### src/rtl/sel_combine_pipe.sv
// -----------------------------------------------------------------------------
// sel_combine_pipe
//
// Purpose:
//   Two-stage select/combine pipeline with a saturating running accumulator.
//   S1 applies a mode-selected bitwise function to every channel's operand pair.
//   S2 reduces all channel results to an unsigned sum and a parity bit.
//   Every output handshake adds out_sum into a saturating accumulator.
//   Valid/ready flow control is used on both sides, with full throughput.
//
// Ports:
//   clk        rising-edge clock
//   rst        asynchronous, active-high reset
//   in_valid   input beat valid
//   in_ready   input beat accepted when in_valid && in_ready
//   in_a       channel i operand A = in_a[i*W +: W]
//   in_b       channel i operand B = in_b[i*W +: W]
//   mode       00 AND, 01 OR, 10 XOR, 11 A&~B; captured with the beat
//   clr_acc    synchronous accumulator clear; applied before a same-cycle add
//   chan_mask  (only with SCP_CHAN_MASK_EN) per-channel enable, captured with the beat
//   out_valid  result valid
//   out_ready  result consumed when out_valid && out_ready
//   out_sum    unsigned sum of all channel results
//   out_par    XOR-reduction of all channel result bits
//   acc        running saturating sum of consumed out_sum values
//   acc_sat    sticky saturation flag
//
// Configuration macro:
//   SCP_CHAN_MASK_EN  adds the chan_mask input. A masked channel (bit=0) forces
//                     its result to zero.
// -----------------------------------------------------------------------------
module sel_combine_pipe #(
    parameter int NCH   = 4,
    parameter int W     = 8,
    parameter int ACC_W = 16
) (
    input  logic                       clk,
    input  logic                       rst,
    input  logic                       in_valid,
    output logic                       in_ready,
    input  logic [NCH*W-1:0]           in_a,
    input  logic [NCH*W-1:0]           in_b,
    input  logic [1:0]                 mode,
    input  logic                       clr_acc,
`ifdef SCP_CHAN_MASK_EN
    input  logic [NCH-1:0]             chan_mask,
`endif
    output logic                       out_valid,
    input  logic                       out_ready,
    output logic [W+$clog2(NCH)-1:0]   out_sum,
    output logic                       out_par,
    output logic [ACC_W-1:0]           acc,
    output logic                       acc_sat
);

    localparam int SW = W + $clog2(NCH);

    // Per-channel bitwise function selected by mode.
    function automatic logic [W-1:0] sel_op(input logic [1:0] m,
                                            input logic [W-1:0] a,
                                            input logic [W-1:0] b);
        logic [W-1:0] r;
        case (m)
            2'b00:   r = a & b;
            2'b01:   r = a | b;
            2'b10:   r = a ^ b;
            default: r = a & ~b;
        endcase
        return r;
    endfunction

    // Saturating add. The MSB of the result flags an overflow. The low ACC_W
    // bits hold either the exact sum or the clamped maximum.
    function automatic logic [ACC_W:0] sat_add(input logic [ACC_W-1:0] base,
                                               input logic [SW-1:0]    add);
        logic [ACC_W:0] wide;
        wide = {1'b0, base} + (ACC_W+1)'(add);
        if (wide[ACC_W]) begin
            return {1'b1, {ACC_W{1'b1}}};
        end
        return wide;
    endfunction

    logic [NCH-1:0]   en;
`ifdef SCP_CHAN_MASK_EN
    assign en = chan_mask;
`else
    assign en = '1;
`endif

    logic             vld_p1_q;
    logic [NCH*W-1:0] f_p1_q;
    logic [NCH*W-1:0] f_d;
    logic             vld_p2_q;
    logic [SW-1:0]    sum_p2_q;
    logic [SW-1:0]    sum_d;
    logic             par_p2_q;
    logic             par_d;
    logic [ACC_W-1:0] acc_q;
    logic [ACC_W-1:0] acc_d;
    logic             acc_sat_q;
    logic             acc_sat_d;

    logic             ld_p1;
    logic             ld_p2;
    logic             out_hs;

    // A stage loads when it is empty or when its contents move on this cycle.
    // in_ready therefore depends combinationally on out_ready, which sustains
    // one beat per cycle.
    assign ld_p2    = !vld_p2_q || out_ready;
    assign ld_p1    = !vld_p1_q || ld_p2;
    assign in_ready = ld_p1;
    assign out_hs   = vld_p2_q && out_ready;

    // ---- Stage 1: per-channel function (mode and mask sampled with the beat)
    always_comb begin
        f_d = '0;
        for (int i = 0; i < NCH; i++) begin
            if (en[i]) begin
                f_d[i*W +: W] = sel_op(mode, in_a[i*W +: W], in_b[i*W +: W]);
            end
        end
    end

    // ---- Stage 2: reduction. SW bits hold NCH*(2^W-1), so the sum cannot overflow.
    always_comb begin
        sum_d = '0;
        for (int i = 0; i < NCH; i++) begin
            sum_d = sum_d + SW'(f_p1_q[i*W +: W]);
        end
        par_d = ^f_p1_q;
    end

    // Accumulator: clear first, then add the consumed result.
    always_comb begin
        logic [ACC_W-1:0] base;
        logic             sat_base;
        logic [ACC_W:0]   res;
        base      = clr_acc ? '0 : acc_q;
        sat_base  = clr_acc ? 1'b0 : acc_sat_q;
        res       = '0;
        acc_d     = base;
        acc_sat_d = sat_base;
        if (out_hs) begin
            res       = sat_add(base, out_sum);
            acc_d     = res[ACC_W-1:0];
            acc_sat_d = sat_base | res[ACC_W];
        end
    end

    always_ff @(posedge clk or posedge rst) begin
        if (rst) begin
            vld_p1_q  <= 1'b0;
            f_p1_q    <= '0;
            vld_p2_q  <= 1'b0;
            sum_p2_q  <= '0;
            par_p2_q  <= 1'b0;
            acc_q     <= '0;
            acc_sat_q <= 1'b0;
        end else begin
            if (ld_p1) begin
                vld_p1_q <= in_valid;
                f_p1_q   <= f_d;
            end
            if (ld_p2) begin
                vld_p2_q <= vld_p1_q;
                sum_p2_q <= sum_d;
                par_p2_q <= par_d;
            end
            acc_q     <= acc_d;
            acc_sat_q <= acc_sat_d;
        end
    end

    assign out_valid = vld_p2_q;
    assign out_sum   = sum_p2_q;
    assign out_par   = par_p2_q;
    assign acc       = acc_q;
    assign acc_sat   = acc_sat_q;

endmodule

### config.mk
export PLATFORM = sky130hd
export DESIGN_NAME = sel_combine_pipe
export DESIGN_NICKNAME = d
export VERILOG_FILES = /design/src/rtl/sel_combine_pipe.sv
export SDC_FILE = /design/constraint.sdc
export NUM_CORES = 1
export LEC_CHECK = 0
export BUFFER_PORTS_ARGS = -buffer_cell sky130_fd_sc_hd__clkbuf_2
export CAP_MARGIN = 20
export CORE_ASPECT_RATIO = 1.2
export CORE_MARGIN = 5
export CORE_UTILIZATION = 40
export DETAILED_ROUTE_END_ITERATION = 8
export PLACE_DENSITY_LB_ADDON = 0.05
export RECOVER_POWER = 25
export SKIP_LAST_GASP = 1
export SYNTH_ARGS = -nofsm -noshare
export SYNTH_HDL_FRONTEND = slang
export SYNTH_SLANG_ARGS = --single-unit
### constraint.sdc
create_clock -name clk -period 8.2 [get_ports clk]
set_input_delay 1.23 -clock clk [delete_from_list [all_inputs] [get_ports clk]]
set_output_delay 1.23 -clock clk [all_outputs]
set_load 0.03 [all_outputs]
==> metrics, run 1 <==
status finished, violations left; failing checks capacitance limit, slew limit; Max stage delay cell, worst path clkbuf_1; setup slack after layout roughly 4.1 ns; number of flops mapped to enable cells by yosys 0; f_max 247 MHz; # resized after CTS 0; CP Class in -> async; DIE AREA roughly 16000 um^2; first-pass GRT wire length 21600 um; Crit path max-delay family buffers and inverters; RSZ-0062 raised after global routing false; Vias around 4700; maximum vdd drop approximately 180 uV; die height roughly 140 um; Yosys reg bits 62; Worst Path Arrival 3.73 ns; initial core utilization 0.404; cts hold-fix bufs 0; Post-Syn Area approximately 5500 um^2; max incr delay on CP ~2.3 ns; TritonCTS clock tree built; antenna fix cells 0; CP Launch Type input port; Critical Path, Cell by Cell clkbuf_2 > inv_1 > clkbuf_1; Setup TNS 0 ns; Synth cell types 40; gr usage total 0.162; drt drc 0; CTS clk-pin slew, worst paths 0.05 ns; Worst-Margin Slew 3.33 ns; TritonRoute pass-1 iters 4; Nets between 900 and 1000; clk sinks between 60 and 70; Die Wd between 100 and 150 um; post-CTS setup buffers 0; register area share after synthesis 0.282; Buf/Inv on CP 3; post-route ant nets 0; WL final approximately 12000 um; largest net degree at the start of global routing 67; CP Capture Type asynchronous set/reset pin; initial antenna violation count 0; Placer Congestion about 0.8; Final period util 0.494; pre-CTS WS between 4 and 5 ns; filler cell count in the final layout 1390; number of CTS-inserted buffers 9; standard-cell rows 47; final count of pins violating max slew 63; num ports between 100 and 150; number of global-route vias before repair 4732; clk buf depth 2; syn nets 841; HP Class reg -> reg; Avg Synthesized Cell Area between 7 and 8 um^2; Clk Latency, worst-skew pair between 0.3 and 0.4 ns; clock tree root driver cell clkbuf_16; Yosys warning count 0; min cycle time layout just over 4 ns; Fin. Hold Viols 0; grt total ovfl 0; number of max-cap violations 1; synthesis-to-layout area growth 18.1%; worst-path fanout max 62; ratio of cells with drive above 1 in the final layout 0.162; Post-synth ARST share 1.00; H-tree depth 3; Rel. slew slack -1.22; CP required roughly 7.9 ns; top_reg_cell synth dfrtp_1; Avg WL per Cell about 13 um; Iter 0 DRT Violations 175; worst-case clock skew approximately 0.0081 ns; Synth Instances roughly 700; final setup fails 0; DP HPWL ~10000 um; post-detailed-route via-to-cell ratio approximately 4.9; CORE AREA 13600 um^2; leakage about 3.4 nW; I/O Buffers 100; pwr/cell area 282 nW/um^2
-- cells in the mapped netlist (all sizes together) (2+ instances only) --
| library cell | n | share of area |
|---|---|---|
| nor4 | 3 | 0.0045 |
| o211ai | 3 | 0.0041 |
| inv | 121 | 0.082 |
| ha | 54 | 0.12 |
| nand2b | 6 | 0.0068 |
| o21bai | 2 | 0.0027 |
| nor3 | 34 | 0.031 |
| and3 | 2 | 0.0023 |
| o21a | 2 | 0.0027 |
| fa | 17 | 0.062 |
| o21ai | 45 | 0.041 |
| mux2i | 3 | 0.0055 |
| xnor2 | 36 | 0.057 |
| nor2 | 57 | 0.040 |
| dfrtp | 62 | 0.28 |
| xor2 | 40 | 0.064 |
| a21oi | 91 | 0.085 |
| nand4 | 2 | 0.0023 |
| o31ai | 2 | 0.0027 |
| buf | 9 | 0.0073 |
| a21o | 4 | 0.0055 |
| nand2 | 55 | 0.037 |
| nor2b | 14 | 0.016 |
| clkbuf | 20 | 0.014 |
| nand3 | 4 | 0.0036 |
-- layout make-up --
type | count | area (um^2) | area share
Multi-Input combinational cell | 487 | 3390 | 0.522
Sequential cell | 62 | 1550 | 0.238
Timing Repair Buffer | 104 | 558 | 0.0858
Inverter | 121 | 454 | 0.0698
Clock buffer | 13 | 270 | 0.0415
Tap cell | 171 | 214 | 0.0329
Clock inverter | 3 | 65.1 | 0.0100
-- cells by family after synthesis --
family | Yosys count | share of synthesized area
buffers and inverters | 150 | 0.103
and+or+nand+nor | 182 | 0.150
xor gates and xnor gates | 76 | 0.121
muxes | 3 | 0.00545
adders and majority gates | 71 | 0.184
DFF | 62 | 0.282
AOI/OAI and AO/OA | 155 | 0.154
-- worst register-to-register path: cells and delay by family, from the launching register on --
family          cells  cell delay [ns]
fa+ha+maj           3             1.36
compound gates      5             0.76
simple gates        2             0.50
flops               1             0.38
buf+inv             2             0.13
-- final timing paths --
check / from / endpoint / slack (ns) / cells past startpoint
setup / recovery: rst / f_p1_q[8]$_DFFE_PP0P_ / 4.15 / 3
hold / removal: vld_p1_q$_DFFE_PP0P_ / out_valid$_DFFE_PP0P_ / 0.47 / 1
setup reg to reg: f_p1_q[2]$_DFFE_PP0P_ / out_sum[8]$_DFFE_PP0P_ / 4.95 / 12
hold reg to reg: vld_p1_q$_DFFE_PP0P_ / out_valid$_DFFE_PP0P_ / 0.47 / 1
max in group clk: out_ready / in_ready / 4.32 / 5
min in group asynchronous: rst / acc[2]$_DFF_PP0_ / 2.15 / 3
-- report_power, final --
group          total, mW  internal (mW)  switching (mW)  leakage, nW
logic              0.954          0.409           0.545         2.45
clock network      0.422          0.290           0.132        0.166
registers          0.457          0.384          0.0724        0.767
total               1.83           1.08           0.749         3.38
-- cell usage in the layout (no fill, tap or decap), types with 4 or more instances in the layout --
cell type and instances:
clkbuf_16 9, o21ai_0 45, dfrtp_1 62, a21oi_1 87, nand2_1 54, nand3_1 4
xnor2_1 36, inv_1 121, a21o_1 4, fa_1 17, nor2b_1 14, xor2_1 40
nand2b_1 6, nor3_1 34, a21oi_2 4, clkbuf_2 99, ha_1 53, nor2_1 55
-- registers in the layout, indices dropped and copies added, names as in the netlist --
register and count:
out_par 1, acc_sat 1, vld_p1_q 1, out_sum 10, f_p1_q 32, out_valid 1
acc 16
-- through the flow --
step	cells	hold WS (ns)	utilization	total power, mW	instance area (um^2)
after global placement	943	0.477	0.449	1.41	6130
after detailed placement	944	0.467	0.451	1.43	6160
after floorplan	699	0.435	-	1.20	5510
after global routing	961	0.519	0.477	2.00	6510
after CTS	960	0.477	0.476	1.86	6490
final	961	0.474	0.477	1.83	6510
-- per-layer routing --
layer,global-route usage,part of all wire,vias up
li1,-,-,2427
met1,0.203,0.43,2120
met2,0.278,0.51,100
met3,0.0292,0.045,15
met4,0.0550,0.017,0
met5,0,0,-
Power figures use the tool's default switching activity.
==> inputs of run 2 (changes only) <==
==> constraint.sdc (replaced) <==
create_clock -name clk -period 4.2 [get_ports clk]
set_input_delay 0.63 -clock clk [delete_from_list [all_inputs] [get_ports clk]]
set_output_delay 0.63 -clock clk [all_outputs]
set_load 0.03 [all_outputs]
==> metrics, run 2 (synthesized netlist as in run 1, its figures left out) <==
status finished, violations left; failing checks capacitance limit, slew limit; filler cell count in the final layout around 1400; Critical R2R Launch f_p1_q[2]$_DFFE_PP0P_; CORE AREA approximately 14000 um^2; Crit path max-delay family adder cells; Setup TNS 0 ns; CP required 4.41 ns; Clk Latency, worst-skew pair 0.33 ns; number of CTS-inserted buffers 9; M3 GR Usage 0.0371; Worst path depth 12; gr usage total 0.166; met1 usage 0.205; HP Class reg -> reg; final setup fails 0; setup slack after layout roughly 0.99 ns; met2 usage 0.280; f_max 312 MHz; Worst setup startpoint f_p1_q[2]$_DFFE_PP0P_; post-detailed-route via-to-cell ratio 4.80; standard-cell rows 47; H-tree depth 3; RSZ-0062 raised after global routing false; initial antenna violation count 0; Placer Congestion 0.819; Nets approximately 930; Buf/Inv on CP 2; CP Class reg -> reg; final count of pins violating max slew 36; I/O Buffers 100; clk sinks just over 60; worst-path fanout max 3; Die Wd between 100 and 150 um; flop-to-flop setup slack 0.99 ns; clock tree root driver cell clkbuf_16; DP HPWL slightly above 10000 um; largest net degree at the start of global routing 66; Rel. slew slack -0.288; post-CTS setup buffers 0; pwr/cell area around 540 nW/um^2; Register-to-Register Path Depth 12; Tot Pwr approximately 3.5 mW; num ports between 100 and 150; clk buf depth 2; CP Launch Type flop; min cycle time layout around 3.2 ns; number of max-cap violations 1; CTS clk-pin slew, worst paths around 0.050 ns; antenna fix cells 0; most frequent cells in the layout inv_1, clkbuf_2, a21oi_1; Critical Path, Cell by Cell inv_1 > fa_1 > fa_1 > inv_1 > ha_1 > a21o_1 > a21oi_2 > nand2b_1 > a21oi_1 > o21a_1 > o2111ai_1 > or3b_1; max incr delay on CP 0.57 ns; max FFs per register 32; Fin. Hold Viols 0; # resized after CTS 0; ratio of cells with drive above 1 in the final layout 0.164; TritonCTS clock tree built; Worst Path Arrival between 3 and 4 ns; Vias ~4600; pre-CTS WS 0.969 ns; commonest non-fill, non-tap cell in the layout inv_1; number of global-route vias before repair ~4600; Max stage delay cell, worst path fa_1; DIE AREA about 16000 um^2; die height between 100 and 150 um; grt total ovfl 0; global routing's busiest layer met2; Final period util 0.764; synthesis-to-layout area growth 17.8%; CP Capture Point out_sum[8]$_DFFE_PP0P_; drt drc 0; worst-case clock skew 0.00698 ns; initial core utilization 0.404; cts hold-fix bufs 0; WL final around 13000 um; post-route ant nets 0; Biggest register f_p1_q; Worst-Margin Slew just under 2 ns; maximum vdd drop approximately 290 uV; leakage 3.37 nW; Avg WL per Cell between 10 and 15 um; TritonRoute pass-1 iters 4; first-pass GRT wire length roughly 22000 um; CP Capture Type flop; r2r endpoint out_sum[8]$_DFFE_PP0P_; Iter 0 DRT Violations between 200 and 250
run 2: cell count changes in the layout (fill, tap and decap cells not counted):
| cell | before | now |
|---|---|---|
| buf_4 | 1 | 2 |
| clkinvlp_4 | 0 | 3 |
| bufinv_16 | 2 | 1 |
| clkbuf_1 | 3 | 2 |
| clkbuf_8 | 3 | 2 |
run 2: worst reg2reg max path, stage by stage, from the launching register on:
cell	delay (ns)
dfrtp_1	0.37
inv_1	0.07
fa_1	0.50
fa_1	0.57
inv_1	0.06
ha_1	0.29
a21o_1	0.17
a21oi_2	0.16
nand2b_1	0.12
a21oi_1	0.08
o21a_1	0.19
o2111ai_1	0.16
or3b_1	0.35
run 2: how the worst min path moves through the flow:
stage	endpoint	cells after the start	from	slack, ns
floorplan	out_valid$_DFFE_PP0P_	1	vld_p1_q$_DFFE_PP0P_	0.43
global placement	out_valid$_DFFE_PP0P_	1	vld_p1_q$_DFFE_PP0P_	0.47
detailed placement	out_valid$_DFFE_PP0P_	1	vld_p1_q$_DFFE_PP0P_	0.47
CTS	f_p1_q[12]$_DFFE_PP0P_	2	rst	0.35
global route	vld_p1_q$_DFFE_PP0P_	2	in_valid	0.50
finish	out_valid$_DFFE_PP0P_	1	vld_p1_q$_DFFE_PP0P_	0.48
run 2: area by class of cell:
cell class | instances | area [um^2] | area share
Tap cell | 171 | 214 | 0.0330
Multi-Input combinational cell | 487 | 3390 | 0.523
Clock inverter | 5 | 57.6 | 0.00887
Inverter | 121 | 454 | 0.0700
Timing Repair Buffer | 105 | 566 | 0.0872
Clock buffer | 11 | 253 | 0.0390
Sequential cell | 62 | 1550 | 0.239
run 2: where the power goes:
part / switching, mW / total [mW] / internal, mW
clock: 0.269 / 0.759 / 0.490
sequential: 0.135 / 0.885 / 0.750
combinational: 1.09 / 1.89 / 0.800
total: 1.49 / 3.53 / 2.04
run 2: per-layer routing:
metal	vias to the layer above	share of wire
met5	-	0
met4	0	0.024
met3	17	0.044
met2	86	0.50
met1	2076	0.44
li1	2437	-
run 2: metrics by stage:
step | area (um^2) | instances | utilization | hold slack [ns]
final | 6490 | 962 | 0.476 | 0.479
after global routing | 6490 | 962 | 0.476 | 0.499
after CTS | 6470 | 961 | 0.475 | 0.352
after detailed placement | 6160 | 945 | 0.452 | 0.468
after global placement | 6140 | 944 | 0.450 | 0.467
after floorplan | 5510 | 699 | - | 0.435
